===== config.mk =====
export PLATFORM = sky130hd
export DESIGN_NAME = mips150_mmio_ctrl_flat
export DESIGN_NICKNAME = d
export VERILOG_FILES = /design/src/rtl/mips150_mmio_pkg.sv /design/src/rtl/mips150_mmio_ctrl_if.sv /design/src/rtl/mips150_mmio_ctrl_rx_fifo.sv /design/src/rtl/mips150_mmio_ctrl.sv /design/src/flat_wrapper.sv
export SDC_FILE = /design/constraint.sdc
export NUM_CORES = 1
export LEC_CHECK = 0
export ABC_AREA = 1
export BUFFER_PORTS_ARGS = -buffer_cell sky130_fd_sc_hd__buf_2
export CELL_PAD_IN_SITES_DETAIL_PLACEMENT = 1
export CELL_PAD_IN_SITES_GLOBAL_PLACEMENT = 2
export CORE_MARGIN = 10
export CORE_UTILIZATION = 30
export DETAILED_ROUTE_END_ITERATION = 7
export PLACE_DENSITY = 0.79
export REMOVE_ABC_BUFFERS = 1
export SKIP_LAST_GASP = 1
export SYNTH_ARGS = -nofsm -noshare
export SYNTH_HDL_FRONTEND = slang
export SYNTH_SLANG_ARGS = --single-unit

===== constraint.sdc =====
create_clock -name clk -period 3.2 [get_ports clk]
set_input_delay 0.96 -clock clk [delete_from_list [all_inputs] [get_ports clk]]
set_output_delay 0.96 -clock clk [all_outputs]
set_load 0.01 [all_outputs]

===== src/rtl/mips150_mmio_pkg.sv =====
// Shared address-map constants for the MIPS150 memory-map decoder and I/O block.
package mips150_mmio_pkg;

    localparam logic [3:0] REGION_DMEM = 4'h1;
    localparam logic [3:0] REGION_IMEM = 4'h2;
    localparam logic [3:0] REGION_BOTH = 4'h3;
    localparam logic [3:0] REGION_IO   = 4'h8;

    localparam logic [7:0] OFF_TX_CTRL = 8'h00;
    localparam logic [7:0] OFF_RX_CTRL = 8'h04;
    localparam logic [7:0] OFF_TX_DATA = 8'h08;
    localparam logic [7:0] OFF_RX_DATA = 8'h0C;
    localparam logic [7:0] OFF_CYC_CNT = 8'h10;
    localparam logic [7:0] OFF_INS_CNT = 8'h14;
    localparam logic [7:0] OFF_CNT_RST = 8'h18;

endpackage


===== src/rtl/mips150_mmio_ctrl_if.sv =====
// X-stage memory bus plus UART byte handshakes seen by the MMIO controller.
interface mips150_mmio_ctrl_if;

    logic [31:0] addr_x;
    logic [3:0]  store_mask_x;
    logic [31:0] store_data_x;
    logic        load_x;
    logic        instr_retire;
    logic [3:0]  store_mask_dmem;
    logic [3:0]  store_mask_imem;
    logic        load_io_sel;
    logic [31:0] io_rdata;
    logic [7:0]  tx_data;
    logic        tx_valid;
    logic        tx_ready;
    logic [7:0]  rx_data;
    logic        rx_valid;
    logic        rx_ready;
    logic        data_out_valid;
    logic        data_in_valid;

    modport master (
        output addr_x, store_mask_x, store_data_x, load_x, instr_retire,
        output tx_ready, rx_data, rx_valid,
        input  store_mask_dmem, store_mask_imem, load_io_sel, io_rdata,
        input  tx_data, tx_valid, rx_ready, data_out_valid, data_in_valid
    );

    modport slave (
        input  addr_x, store_mask_x, store_data_x, load_x, instr_retire,
        input  tx_ready, rx_data, rx_valid,
        output store_mask_dmem, store_mask_imem, load_io_sel, io_rdata,
        output tx_data, tx_valid, rx_ready, data_out_valid, data_in_valid
    );

endinterface


===== src/rtl/mips150_mmio_ctrl_rx_fifo.sv =====
// Synchronous byte FIFO for UART receive; head is visible combinationally.
module mmio_rx_fifo #(
    parameter int RX_DEPTH = 8,
    parameter int RX_AW    = 3
) (
    input  logic       clk,
    input  logic       rst,
    input  logic       i_push,
    input  logic       i_pop,
    input  logic [7:0] i_data,
    output logic [7:0] o_head,
    output logic       o_full,
    output logic       o_empty
);

    logic [7:0]     r_mem [RX_DEPTH];
    logic [RX_AW-1:0] r_wr_ptr;
    logic [RX_AW-1:0] r_rd_ptr;
    logic [RX_AW:0]   r_count;

    always_ff @(posedge clk) begin
        if (rst) begin
            r_wr_ptr <= '0;
            r_rd_ptr <= '0;
            r_count  <= '0;
        end else begin
            if (i_push) r_wr_ptr <= r_wr_ptr + 1'b1;
            if (i_pop)  r_rd_ptr <= r_rd_ptr + 1'b1;
            case ({i_push, i_pop})
                2'b10:   r_count <= r_count + 1'b1;
                2'b01:   r_count <= r_count - 1'b1;
                default: r_count <= r_count;
            endcase
        end
    end

    // Storage is not reset; emptiness is tracked by the count alone.
    always_ff @(posedge clk) begin
        if (i_push) r_mem[r_wr_ptr] <= i_data;
    end

    assign o_head  = r_mem[r_rd_ptr];
    assign o_full  = (r_count == (RX_AW+1)'(RX_DEPTH));
    assign o_empty = (r_count == '0);

endmodule


===== src/rtl/mips150_mmio_ctrl.sv =====
// Memory-map decoder, UART TX/RX registers and cycle/instruction counters beside the X stage.
module mips150_mmio_ctrl
    import mips150_mmio_pkg::*;
#(
    parameter int RX_DEPTH = 8,
    parameter int RX_AW    = 3
) (
    input logic                 clk,
    input logic                 rst,
    mips150_mmio_ctrl_if.slave  bus
);

    logic [3:0]  w_region;
    logic [7:0]  w_off;
    logic        w_is_io, w_io_store;
    logic        w_tx_hs, w_tx_wr, w_tx_accept, w_tx_drop;
    logic        w_flag_clr, w_cnt_clr;
    logic        w_pop, w_push, w_rx_ready, w_rx_ovf;
    logic        w_full, w_empty;
    logic [7:0]  w_head;
    logic        w_unused_bits;

    logic        r_tx_valid;
    logic [7:0]  r_tx_data;
    logic        r_tx_ovr;
    logic        r_rx_ovf;
    logic [31:0] r_cyc_cnt;
    logic [31:0] r_ins_cnt;

    assign w_region   = bus.addr_x[31:28];
    assign w_off      = bus.addr_x[7:0];
    assign w_is_io    = (w_region == REGION_IO);
    assign w_io_store = w_is_io && (|bus.store_mask_x);
    assign w_unused_bits = ^{bus.addr_x[27:8], bus.store_data_x[31:8]};

    assign w_tx_hs     = r_tx_valid && bus.tx_ready;
    assign w_tx_wr     = w_io_store && (w_off == OFF_TX_DATA);
    assign w_tx_accept = w_tx_wr && (!r_tx_valid || bus.tx_ready);
    assign w_tx_drop   = w_tx_wr && r_tx_valid && !bus.tx_ready;
    assign w_flag_clr  = w_io_store && (w_off == OFF_TX_CTRL);
    assign w_cnt_clr   = w_io_store && (w_off == OFF_CNT_RST);

    // A same-cycle pop frees a slot, so a full FIFO can still accept a byte.
    assign w_pop      = w_is_io && bus.load_x && (w_off == OFF_RX_DATA) && !w_empty;
    assign w_rx_ready = !w_full || w_pop;
    assign w_push     = bus.rx_valid && w_rx_ready;
    assign w_rx_ovf   = bus.rx_valid && !w_rx_ready;

    mmio_rx_fifo #(.RX_DEPTH(RX_DEPTH), .RX_AW(RX_AW)) u_rx_fifo (
        .clk     (clk),
        .rst     (rst),
        .i_push  (w_push),
        .i_pop   (w_pop),
        .i_data  (bus.rx_data),
        .o_head  (w_head),
        .o_full  (w_full),
        .o_empty (w_empty)
    );

    always_comb begin
        bus.io_rdata = 32'h0;
        if (w_is_io) begin
            case (w_off)
                OFF_TX_CTRL: bus.io_rdata = {30'h0, r_tx_ovr, !r_tx_valid};
                OFF_RX_CTRL: bus.io_rdata = {30'h0, r_rx_ovf, !w_empty};
                OFF_RX_DATA: bus.io_rdata = w_empty ? 32'h0 : {24'h0, w_head};
                OFF_CYC_CNT: bus.io_rdata = r_cyc_cnt;
                OFF_INS_CNT: bus.io_rdata = r_ins_cnt;
                default:     bus.io_rdata = 32'h0;
            endcase
        end
    end

    // A new overflow event in the same cycle as a clear store leaves the flag set.
    always_ff @(posedge clk) begin
        if (rst) begin
            r_tx_valid <= 1'b0;
            r_tx_data  <= 8'h0;
            r_tx_ovr   <= 1'b0;
            r_rx_ovf   <= 1'b0;
            r_cyc_cnt  <= 32'h0;
            r_ins_cnt  <= 32'h0;
        end else begin
            if (w_tx_accept) begin
                r_tx_valid <= 1'b1;
                r_tx_data  <= bus.store_data_x[7:0];
            end else if (w_tx_hs) begin
                r_tx_valid <= 1'b0;
            end
            r_tx_ovr <= w_tx_drop || (r_tx_ovr && !w_flag_clr);
            r_rx_ovf <= w_rx_ovf  || (r_rx_ovf && !w_flag_clr);
            if (w_cnt_clr) begin
                r_cyc_cnt <= 32'h0;
                r_ins_cnt <= 32'h0;
            end else begin
                r_cyc_cnt <= r_cyc_cnt + 32'h1;
                if (bus.instr_retire) r_ins_cnt <= r_ins_cnt + 32'h1;
            end
        end
    end

    always_comb begin
        bus.store_mask_dmem = ((w_region == REGION_DMEM) || (w_region == REGION_BOTH)) ?
                              bus.store_mask_x : 4'h0;
        bus.store_mask_imem = ((w_region == REGION_IMEM) || (w_region == REGION_BOTH)) ?
                              bus.store_mask_x : 4'h0;
    end

    assign bus.load_io_sel    = bus.load_x && w_is_io;
    assign bus.tx_valid       = r_tx_valid;
    assign bus.tx_data        = r_tx_data;
    assign bus.rx_ready       = w_rx_ready;
    assign bus.data_out_valid = !r_tx_valid;
    assign bus.data_in_valid  = !w_empty;

endmodule

===== src/flat_wrapper.sv =====
// flat-port wrapper written by rule: the top's interface ports become plain ports
module mips150_mmio_ctrl_flat import mips150_mmio_pkg::*;
#(
    parameter int RX_DEPTH = 8,
    parameter int RX_AW    = 3
)
  (clk, rst, bus_addr_x, bus_store_mask_x, bus_store_data_x, bus_load_x, bus_instr_retire, bus_tx_ready, bus_rx_data, bus_rx_valid, bus_store_mask_dmem, bus_store_mask_imem, bus_load_io_sel, bus_io_rdata, bus_tx_data, bus_tx_valid, bus_rx_ready, bus_data_out_valid, bus_data_in_valid);
  mips150_mmio_ctrl_if bus_i ();
  input logic clk;
  input logic rst;
  input wire logic [$bits(bus_i.addr_x)-1:0] bus_addr_x;
  input wire logic [$bits(bus_i.store_mask_x)-1:0] bus_store_mask_x;
  input wire logic [$bits(bus_i.store_data_x)-1:0] bus_store_data_x;
  input wire logic [$bits(bus_i.load_x)-1:0] bus_load_x;
  input wire logic [$bits(bus_i.instr_retire)-1:0] bus_instr_retire;
  input wire logic [$bits(bus_i.tx_ready)-1:0] bus_tx_ready;
  input wire logic [$bits(bus_i.rx_data)-1:0] bus_rx_data;
  input wire logic [$bits(bus_i.rx_valid)-1:0] bus_rx_valid;
  output wire logic [$bits(bus_i.store_mask_dmem)-1:0] bus_store_mask_dmem;
  output wire logic [$bits(bus_i.store_mask_imem)-1:0] bus_store_mask_imem;
  output wire logic [$bits(bus_i.load_io_sel)-1:0] bus_load_io_sel;
  output wire logic [$bits(bus_i.io_rdata)-1:0] bus_io_rdata;
  output wire logic [$bits(bus_i.tx_data)-1:0] bus_tx_data;
  output wire logic [$bits(bus_i.tx_valid)-1:0] bus_tx_valid;
  output wire logic [$bits(bus_i.rx_ready)-1:0] bus_rx_ready;
  output wire logic [$bits(bus_i.data_out_valid)-1:0] bus_data_out_valid;
  output wire logic [$bits(bus_i.data_in_valid)-1:0] bus_data_in_valid;
  assign bus_i.addr_x = bus_addr_x;
  assign bus_i.store_mask_x = bus_store_mask_x;
  assign bus_i.store_data_x = bus_store_data_x;
  assign bus_i.load_x = bus_load_x;
  assign bus_i.instr_retire = bus_instr_retire;
  assign bus_i.tx_ready = bus_tx_ready;
  assign bus_i.rx_data = bus_rx_data;
  assign bus_i.rx_valid = bus_rx_valid;
  assign bus_store_mask_dmem = bus_i.store_mask_dmem;
  assign bus_store_mask_imem = bus_i.store_mask_imem;
  assign bus_load_io_sel = bus_i.load_io_sel;
  assign bus_io_rdata = bus_i.io_rdata;
  assign bus_tx_data = bus_i.tx_data;
  assign bus_tx_valid = bus_i.tx_valid;
  assign bus_rx_ready = bus_i.rx_ready;
  assign bus_data_out_valid = bus_i.data_out_valid;
  assign bus_data_in_valid = bus_i.data_in_valid;
  mips150_mmio_ctrl #(.RX_DEPTH(RX_DEPTH), .RX_AW(RX_AW)) u_core (.clk(clk), .rst(rst), .bus(bus_i));
endmodule

==> results of run 1 <==
## synthesized netlist by cell type, types with 14 or more instances
cell	n	area (um2)
a21oi_1	66	330
buf_2	15	75.1
dfxtp_1	88	1760
edfxtp_1	64	1920
inv_1	86	323
nand2_1	229	860
nand3_1	47	235
nand4_1	26	163
nor2_1	161	604
nor3_1	22	110
o211ai_1	14	105
o21ai_0	46	230
xor2_1	16	140
## worst max path at each step
| stage | slack [ns] | cells past startpoint | to | from |
|---|---|---|---|---|
| 5_1_grt | -0.17 | 11 | bus_io_rdata[31] | bus_addr_x[5] |
| 3_3_place_gp | -0.18 | 10 | bus_io_rdata[12] | bus_addr_x[5] |
| 6_report | -0.09 | 11 | bus_io_rdata[31] | bus_addr_x[5] |
| 4_1_cts | -0.07 | 12 | bus_io_rdata[11] | bus_addr_x[6] |
| 2_1_floorplan | 0.01 | 9 | bus_io_rdata[1] | bus_addr_x[5] |
| 3_5_place_dp | -0.19 | 10 | bus_io_rdata[12] | bus_addr_x[5] |
## cell usage in the layout, fill, tap and decap left out, types with 26 or more instances in the layout
| cell | synthesis | layout |
|---|---|---|
| buf_4 | 4 | 29 |
| a21oi_1 | 66 | 41 |
| inv_1 | 86 | 79 |
| nand4_1 | 26 | 26 |
| edfxtp_1 | 64 | 64 |
| nand2_1 | 229 | 200 |
| dfxtp_1 | 88 | 88 |
| nand3_1 | 47 | 41 |
| buf_2 | 15 | 68 |
| nor2_1 | 161 | 157 |
| o21ai_0 | 46 | 46 |
## cell type report
type / count / area, um2
inverters: 91 / 354
fillers: 3021 / 15000
clock buffers: 17 / 425
repair buffers: 139 / 1200
well taps: 330 / 413
clock inverters: 15 / 180
flip-flops and latches: 152 / 3680
multi-input cells: 720 / 4030
## flip-flops by register name (all words and copies together), names as in the netlist, named ones only
| name | flops |
|---|---|
| u_core.r_cyc_cnt | 32 |
| u_core.u_rx_fifo.r_wr_ptr | 3 |
| u_core.r_ins_cnt | 32 |
| u_core.bus.tx_data | 8 |
| u_core.u_rx_fifo.r_count | 4 |
| u_core.r_rx_ovf | 1 |
| u_core.u_rx_fifo.r_mem | 64 |
| u_core.bus.tx_valid | 1 |
| u_core.r_tx_ovr | 1 |
| u_core.u_rx_fifo.r_rd_ptr | 3 |
## power breakdown
group / internal (uW) / total (uW) / leakage [uW] / switching [uW]
logic: 72.1 / 200 / 0.00231 / 128
clock network: 1190 / 2110 / 0.000294 / 923
registers: 2050 / 2060 / 0.00129 / 16.4
total: 3300 / 4370 / 0.00390 / 1070
## stage by stage
step | utilization, % | TNS, ns | power (uW) | worst slack [ns] | cell area (um2)
CTS | 39.1 | -1.38 | 4400 | -0.0703 | 9870
detailed placement | 34.9 | -4.11 | 2290 | -0.194 | 8810
global route | 40.8 | -3.10 | 4520 | -0.166 | 10300
global placement | 34.9 | -3.47 | 2280 | -0.178 | 8810
floorplan | - | 0 | 2190 | 0.0142 | 7600
finish | 40.8 | -0.781 | 4370 | -0.0852 | 10300
## worst max-delay path: cells and delay by family
family	cells	cell delay [ns]
buffers and inverters	4	0.57
AO/OA/AOI/OAI	2	0.21
AND/OR/NAND/NOR	5	0.57
## routing by layer
| layer | up-vias | GRT usage, % |
|---|---|---|
| met5 | - | 0 |
| met4 | 0 | 4.79 |
| met3 | 36 | 3.67 |
| met2 | 130 | 24.9 |
| met1 | 3479 | 19.5 |
| li1 | 3558 | - |
## kinds of logic (layout without fill, tap and decap cells)
group                    count (synthesis)  in the layout  share of synthesized area, %
AND/OR/NAND/NOR                        541            541                          31.5
flip-flops                             152            152                          47.6
AO/OA/AOI/OAI                          146            146                          10.5
buffers and inverters                  119            262                          6.21
XOR/XNOR                                26             26                          2.94
adder cells (fa/ha/maj)                  7              7                          1.23
## repair_timing
item                                    CTS  global route
cloned                                    2             6
pin swaps                                16            25
endpoints found under the setup margin   32            32
setup buffers                             6             2
gates resized for setup                  71            74
hold endpoints to repair                  0             0
==> run summary, run 1 <==
synthesized area = 7740 um2
vias in the first global route = 7473
die area = 32600 um2
sequential share of the synthesized area = 47.6%
clk root buf = clkbuf_16
antenna violations before repair = 0
io pins = 135
Hold Crit Start = u_core.bus.tx_data[2]$_SDFFE_PP0P_
P per Cell Area = 425 nW/um2
Met1 Wirelength = 11.9 mm
failing checks = negative setup slack
Clk Latency, worst-skew pair = 0.43 ns
RSZ-0062 raised after global routing = true
met3 WL = 1.12 mm
remaining global-route overflow = 0
Post-DP HPWL = 18.1 mm
Initial DRC Count = 351
Syn Area/Cell = 7.81 um2
#FFs+latches synth = 152
Top Layer Used = met4
reg-to-reg slack, setup = 1.16 ns
FF-to-FF path depth = 13
port buffer count = 90
DRC viols = 0
WS Path Type = primary input to output port
H-tree levels = 4
unique cell type count in the Yosys netlist = 41
LEAKAGE = 0.00390 uW
Die Ht = 181 um
CP max FO = 6
non-filler cells, final = 1464
share of layout cells above drive strength 1 = 25.6%
Tcrit/Tclk final = 103%
Post-synth EDFFs = 64
Antenna Diode Count = 0
Starting Density = 30.6%
hold path endpoint = u_core.bus.tx_data[2]$_SDFFE_PP0P_
dpl cells = 1418
Critical R2R Capture = u_core.u_rx_fifo.r_count[3]$_SDFFE_PP0P_
via/cell ratio = 4.92
Final Setup Violations = 17
clock slew at reported path FFs = 0.07 ns
endpoint class of the critical path = output port
core area = 25300 um2
GP Congestion = 0.819
Yosys warnings = 0
Clock Skews = 0.00702 ns
maximum operating frequency = 304 MHz
die width = 181 um
Worst Tran Pin Value = 0.643 ns
maxcap violations = 0
row count = 58
Max stage delay cell, worst path = buf_12
Worst EP arrival = 2.33 ns
global-route wire length before repair = 40.5 mm
P&R area growth vs syn = 33.0%
GR Util All Layers = 15.3%
average wire per standard cell = 17.4 um
post-synthesis cell count = 991
drt total wl = 25.5 mm
worst hold path stage count = 2
HP Class = flop to flop
Async SR Flop Fraction = 0%
run status = finished with violations
largest net degree at the start of global routing = 33
Num CTS Buffers = 17
Hold Fails Final Rpt = 0
Synth Flop Type = dfxtp_1
Via Count = 7203
CP Launch Type = primary input
VDD IR-drop max = 0.280 mV
Slew headroom = 56.8%
Detailed Routing Iterations Pass 1 = 4
CTS hold repair buffers = 0
clock sinks = 152
CTS max path bufs = 2
worst r2r src = u_core.u_rx_fifo.r_count[1]$_SDFFE_PP0P_
wire length on met2 = 11.9 mm
CP Cell Sequence = buf_6 > nor2_4 > nand2_2 > nor2_4 > nand2_2 > nand3_2 > o21ai_4 > buf_12 > clkbuf_16 > a21oi_2 > buf_2
CTS tree = built
hold slack = 0.464 ns
min cycle time layout = 3.29 ns
Slowest Stage Delay on Critical Path = 0.17 ns
fin. max-slew vios = 0
worst setup margin = -0.0852 ns
fin nets = 1210
critical path required time = 2.24 ns
Detail Route Antenna Nets = 0
No activity file was read; power rests on OpenSTA's default activity.
==> run 2: changes to the inputs <==
Settings changed: MAX_ROUTING_LAYER set to met4.
==> run summary, run 2 (synthesis results as in run 1) <==
Finished Cell Area = 10300 um2 (unchanged)
via/cell ratio = 4.90 (was 4.92)
CP Launch Type = primary input (unchanged)
failing checks = negative setup slack (unchanged)
die width = 181 um (unchanged)
core area = 25300 um2 (unchanged)
most frequent cells in the layout = nand2_1 (200), nor2_1 (157), dfxtp_1 (88), inv_1 (79), buf_2 (68) (unchanged)
DRC viols = 0 (unchanged)
clk root buf = clkbuf_16 (unchanged)
Setup TNS Final = -0.801 ns (was -0.781 ns)
maxcap violations = 0 (unchanged)
Starting Density = 30.6% (unchanged)
Tcrit/Tclk final = 103% (about the same)
filler cell count = 3021 (unchanged)
VDD IR-drop max = 0.280 mV (about the same)
run status = finished with violations (unchanged)
Slew headroom = 56.8% (about the same)
CTS tree = built (unchanged)
max FFs per register = 64 (unchanged)
die area = 32600 um2 (unchanged)
vias in the first global route = 7491 (was 7473)
Worst EP arrival = 2.33 ns (about the same)
Antenna Diode Count = 0 (unchanged)
Clk Latency, worst-skew pair = 0.42 ns (was 0.43 ns)
Die Ht = 181 um (unchanged)
port buffer count = 90 (unchanged)
antenna violations before repair = 0 (unchanged)
share of layout cells above drive strength 1 = 25.6% (unchanged)
average wire per standard cell = 17.4 um (about the same)
row count = 58 (unchanged)
largest net degree at the start of global routing = 33 (unchanged)
worst setup margin = -0.0860 ns (was -0.0852 ns)
Final Setup Violations = 18 (was 17)
Initial DRC Count = 352 (was 351)
Num CTS Buffers = 17 (unchanged)
WS Path Type = primary input to output port (unchanged)
Detail Route Antenna Nets = 0 (unchanged)
RSZ-0062 raised after global routing = true (unchanged)
Biggest register = u_core.u_rx_fifo.r_mem (unchanged)
GP Congestion = 0.831 (was 0.819)
Post-DP HPWL = 18.1 mm (unchanged)
non-filler cells, final = 1464 (unchanged)
global-route wire length before repair = 40.5 mm (about the same)
fin. max-slew vios = 0 (unchanged)
Via Count = 7173 (was 7203)
P&R area growth vs syn = 33.0% (unchanged)
fin nets = 1210 (unchanged)
H-tree levels = 4 (unchanged)
Worst Tran Pin Value = 0.642 ns (was 0.643 ns)
Clock Skews = 0.00675 ns (was 0.00702 ns)
critical path required time = 2.24 ns (about the same)
clock slew at reported path FFs = 0.07 ns (about the same)
maximum operating frequency = 304 MHz (about the same)
P per Cell Area = 424 nW/um2 (was 425 nW/um2)
endpoint class of the critical path = output port (unchanged)
placed cell area = 8810 um2 (unchanged)
commonest non-fill, non-tap cell in the layout = nand2_1 (unchanged)
remaining global-route overflow = 0 (unchanged)
Detailed Routing Iterations Pass 1 = 4 (unchanged)
HP Class = flop to flop (unchanged)
Largest regs = u_core.u_rx_fifo.r_mem: 64 flops, u_core.r_cyc_cnt: 32 flops, u_core.r_ins_cnt: 32 flops (unchanged)
min cycle time layout = 3.29 ns (about the same)
Hold Fails Final Rpt = 0 (unchanged)
clock sinks = 152 (unchanged)
dpl cells = 1418 (unchanged)
CTS max path bufs = 2 (unchanged)
GR Util All Layers = 15.7% (was 15.3%)
drt total wl = 25.5 mm (about the same)
Design Power = 4360 uW (was 4370 uW)
CP max FO = 6 (unchanged)
io pins = 135 (unchanged)
LEAKAGE = 0.00390 uW (unchanged)
run 2: cell counts in the layout (fill, tap and decap cells not counted):
No cell type changed its count.
run 2: what timing repair did:
item / 4_1_cts / 5_1_grt
pin swaps: 16 / 25
setup buffers: 6 / 2
cloned: 2 / 6
setup endpoints to repair: 32 / 32
hold buffers: 0 / 0
endpoints found under the hold margin: 0 / 0
gates resized for setup: 71 / 74
run 2: per-layer routing:
metal / GRT usage, % / up-vias / routed length [um]
li1: - / 3559 / -
met1: 19.8 / 3458 / 12200
met2: 24.8 / 124 / 11900
met3: 3.29 / 32 / 878
met4: 4.49 / 0 / 516
met5: - / - / 0
run 2: cell type report:
cell class | instances | area, um2 | area share [%]
clock inverter | 15 | 180 | 1.75
inverter | 91 | 354 | 3.44
tap | 330 | 413 | 4.01
sequential | 152 | 3680 | 35.8
timing repair buffer | 139 | 1200 | 11.7
multi-input combinational | 720 | 4030 | 39.2
clock buffer | 17 | 425 | 4.13
run 2: where the power goes:
| part | internal [uW] | total, uW | switching [uW] |
|---|---|---|---|
| logic | 72.1 | 200 | 128 |
| registers | 2050 | 2060 | 16.5 |
| clock network | 1190 | 2100 | 913 |
run 2: worst max-delay path, stage by stage:
cell and delay (ns):
buf_6 0.08, inv_4 0.03, buf_6 0.10, nand3_4 0.10, nor2_4 0.05, nor2_2 0.12, nand3_2 0.10, o21ai_4 0.26
buf_12 0.20, clkbuf_16 0.16, a21oi_2 0.03, buf_2 0.14
run 2: metrics by stage:
step	hold WS (ns)	utilization (%)	worst slack (ns)
after detailed placement	0.456	34.9	-0.194
after floorplan	0.434	-	0.0142
after global routing	0.491	40.8	-0.166
final	0.461	40.8	-0.0860
after CTS	0.468	39.1	-0.0703
after global placement	0.446	34.9	-0.178
run 2: worst paths after layout:
kind              slack, ns                                       end                                     start  cells after the start
setup / recovery      -0.09                          bus_io_rdata[22]                             bus_addr_x[6]                     12
hold / removal         0.46        u_core.bus.tx_data[0]$_SDFFE_PP0P_        u_core.bus.tx_data[0]$_SDFFE_PP0P_                      2
setup reg to reg       1.15  u_core.u_rx_fifo.r_count[3]$_SDFFE_PP0P_  u_core.u_rx_fifo.r_count[1]$_SDFFE_PP0P_                     13
hold reg to reg        0.46        u_core.bus.tx_data[0]$_SDFFE_PP0P_        u_core.bus.tx_data[0]$_SDFFE_PP0P_                      2
==> run 3: changes to the inputs <==
Settings changed: GPL_TIMING_DRIVEN set to 0.
Clock period 3.2 ns to 3.6 ns, I/O delays scaled along.
==> run summary, run 3 (synthesis results as in run 1) <==
P per Cell Area = 391 nW/um2 (was 424 nW/um2)
Top Layer Used = met4 (unchanged)
Detailed Routing Iterations Pass 1 = 5 (was 4)
clock sinks = 152 (unchanged)
clock slew at reported path FFs = 0.07 ns (about the same)
reg-to-reg slack, setup = 0.94 ns (was 1.15 ns)
remaining global-route overflow = 0 (unchanged)
min cycle time layout = 3.58 ns
Final Setup Violations = 0 (was 18)
die width = 181 um (unchanged)
maximum operating frequency = 280 MHz
VDD IR-drop max = 0.215 mV (was 0.280 mV)
GP Congestion = 0.803 (was 0.831)
run status = finished, final reports clean (was finished with violations)
DRC viols = 0 (unchanged)
GR Util All Layers = 15.8% (was 15.7%)
HP Class = flop to flop (unchanged)
largest net degree at the start of global routing = 49 (was 33)
LEAKAGE = 0.00348 uW (was 0.00390 uW)
Met1 Wirelength = 12.3 mm (was 12.2 mm)
global-route wire length before repair = 40.5 mm (about the same)
CP max FO = 8 (was 6)
port buffer count = 90 (unchanged)
FF-to-FF path depth = 9 (was 13)
vias in the first global route = 7482 (was 7491)
Die Ht = 181 um (unchanged)
Worst EP arrival = 2.50 ns (was 2.33 ns)
Largest regs = u_core.u_rx_fifo.r_mem: 64 flops, u_core.r_cyc_cnt: 32 flops, u_core.r_ins_cnt: 32 flops (unchanged)
Num CTS Buffers = 17 (unchanged)
commonest non-fill, non-tap cell in the layout = nand2_1 (unchanged)
io pins = 135 (unchanged)
Clk Latency, worst-skew pair = 0.43 ns (was 0.42 ns)
Tcrit/Tclk final = 99.4%
Slew headroom = 23.9% (was 56.8%)
H-tree levels = 4 (unchanged)
Worst Tran Pin Value = 1.14 ns (was 0.642 ns)
CTS hold repair buffers = 0 (unchanged)
Finished Cell Area = 9550 um2 (was 10300 um2)
CP Launch Type = primary input (unchanged)
share of layout cells above drive strength 1 = 21.2% (was 25.6%)
met3 WL = 913 um (was 878 um)
die area = 32600 um2 (unchanged)
Via Count = 7063 (was 7173)
max FFs per register = 64 (unchanged)
P&R area growth vs syn = 23.4% (was 33.0%)
worst hold path stage count = 2 (unchanged)
average wire per standard cell = 17.6 um (was 17.4 um)
clk root buf = clkbuf_16 (unchanged)
RSZ-0062 raised after global routing = true (unchanged)
fin. max-slew vios = 0 (unchanged)
endpoint class of the critical path = output port (unchanged)
antenna violations before repair = 0 (unchanged)
Starting Density = 30.6% (unchanged)
hold slack = 0.467 ns (was 0.461 ns)
most frequent cells in the layout = nand2_1 (219), nor2_1 (157), buf_2 (88), dfxtp_1 (86), inv_1 (77) (was nand2_1 (200), nor2_1 (157), dfxtp_1 (88), inv_1 (79), buf_2 (68))
Biggest register = u_core.u_rx_fifo.r_mem (unchanged)
Antenna Diode Count = 0 (unchanged)
via/cell ratio = 4.90 (about the same)
CTS max path bufs = 2 (unchanged)
WS Path Type = primary input to output port (unchanged)
maxcap violations = 0 (unchanged)
critical path required time = 2.52 ns (was 2.24 ns)
Clock Skews = 0.00979 ns (was 0.00675 ns)
row count = 58 (unchanged)
placed cell area = 8460 um2 (was 8810 um2)
Hold Fails Final Rpt = 0 (unchanged)
Detail Route Antenna Nets = 0 (unchanged)
wire length on met2 = 11.8 mm (was 11.9 mm)
fin nets = 1186 (was 1210)
CTS tree = built (unchanged)
core area = 25300 um2 (unchanged)
Initial DRC Count = 343 (was 352)
Post-DP HPWL = 17.5 mm (was 18.1 mm)
filler cell count = 3097 (was 3021)
drt total wl = 25.4 mm (was 25.5 mm)
-- run 3: cell types whose count changed in the layout (fill, tap and decap cells not counted), sizes merged --
cell      before  now
buf          132  110
bufinv         2    0
clkinvlp       2    8
clkbuf        24   17
clkinv         3    7
o21ai         47   49
inv           99   94
-- run 3: stage by stage --
| step | instances | TNS (ns) | total power, uW | setup slack, ns | util (%) |
|---|---|---|---|---|---|
| floorplan | 963 | 0 | 1950 | 0.174 | - |
| global placement | 1383 | -16.74 | 2020 | -0.720 | 33.5 |
| detailed placement | 1383 | -16.95 | 2030 | -0.706 | 33.5 |
| CTS | 1432 | -0.0194 | 3760 | -0.0194 | 37.1 |
| global route | 1440 | -0.648 | 3870 | -0.0600 | 37.8 |
| finish | 1440 | 0 | 3730 | 0.0223 | 37.8 |
-- run 3: worst max-delay path, cell delays in order --
cell        delay [ns]
buf_6             0.09
nor2_4            0.16
nand2_4           0.07
nor2_4            0.15
nand2_4           0.11
clkinvlp_4        0.21
buf_6             0.15
nand2_1           0.08
a21oi_2           0.20
buf_2             0.17
-- run 3: area by class of cell --
cell class / instances / area (um2) / area share [%]
clock inverter: 15 / 139 / 1.45
tap: 330 / 413 / 4.32
clock buffer: 17 / 425 / 4.45
timing repair inverter: 3 / 22.5 / 0.236
multi-input combinational: 722 / 3780 / 39.6
timing repair buffer: 110 / 724 / 7.58
sequential: 152 / 3690 / 38.6
inverter: 91 / 357 / 3.73
-- run 3: per-layer routing --
| layer | vias up | global-route usage, % |
|---|---|---|
| met3 | 21 | 2.59 |
| met4 | 0 | 5.38 |
| met5 | - | - |
| met1 | 3390 | 20.1 |
| met2 | 140 | 24.8 |
| li1 | 3512 | - |
-- run 3: power by group --
part / switching (uW) / internal (uW)
clock network: 818 / 915
registers: 15.2 / 1820
logic: 112 / 52.4
-- run 3: worst paths after layout --
check                                                         startpoint                                      to
worst max register to register  u_core.u_rx_fifo.r_count[1]$_SDFFE_PP0P_  u_core.u_rx_fifo.r_mem[0][2]$_DFFE_PP_
worst max-delay path                                       bus_addr_x[7]                         bus_io_rdata[8]
worst min register to register        u_core.bus.tx_data[2]$_SDFFE_PP0P_      u_core.bus.tx_data[2]$_SDFFE_PP0P_
worst min-delay path                  u_core.bus.tx_data[2]$_SDFFE_PP0P_      u_core.bus.tx_data[2]$_SDFFE_PP0P_
-- run 3: timing repair --
item                                    CTS  global route
gates cloned                              4             1
pin swaps                                 7            23
endpoints found under the setup margin   32            32
buffers inserted                         13             7
gates resized for setup                  39            25
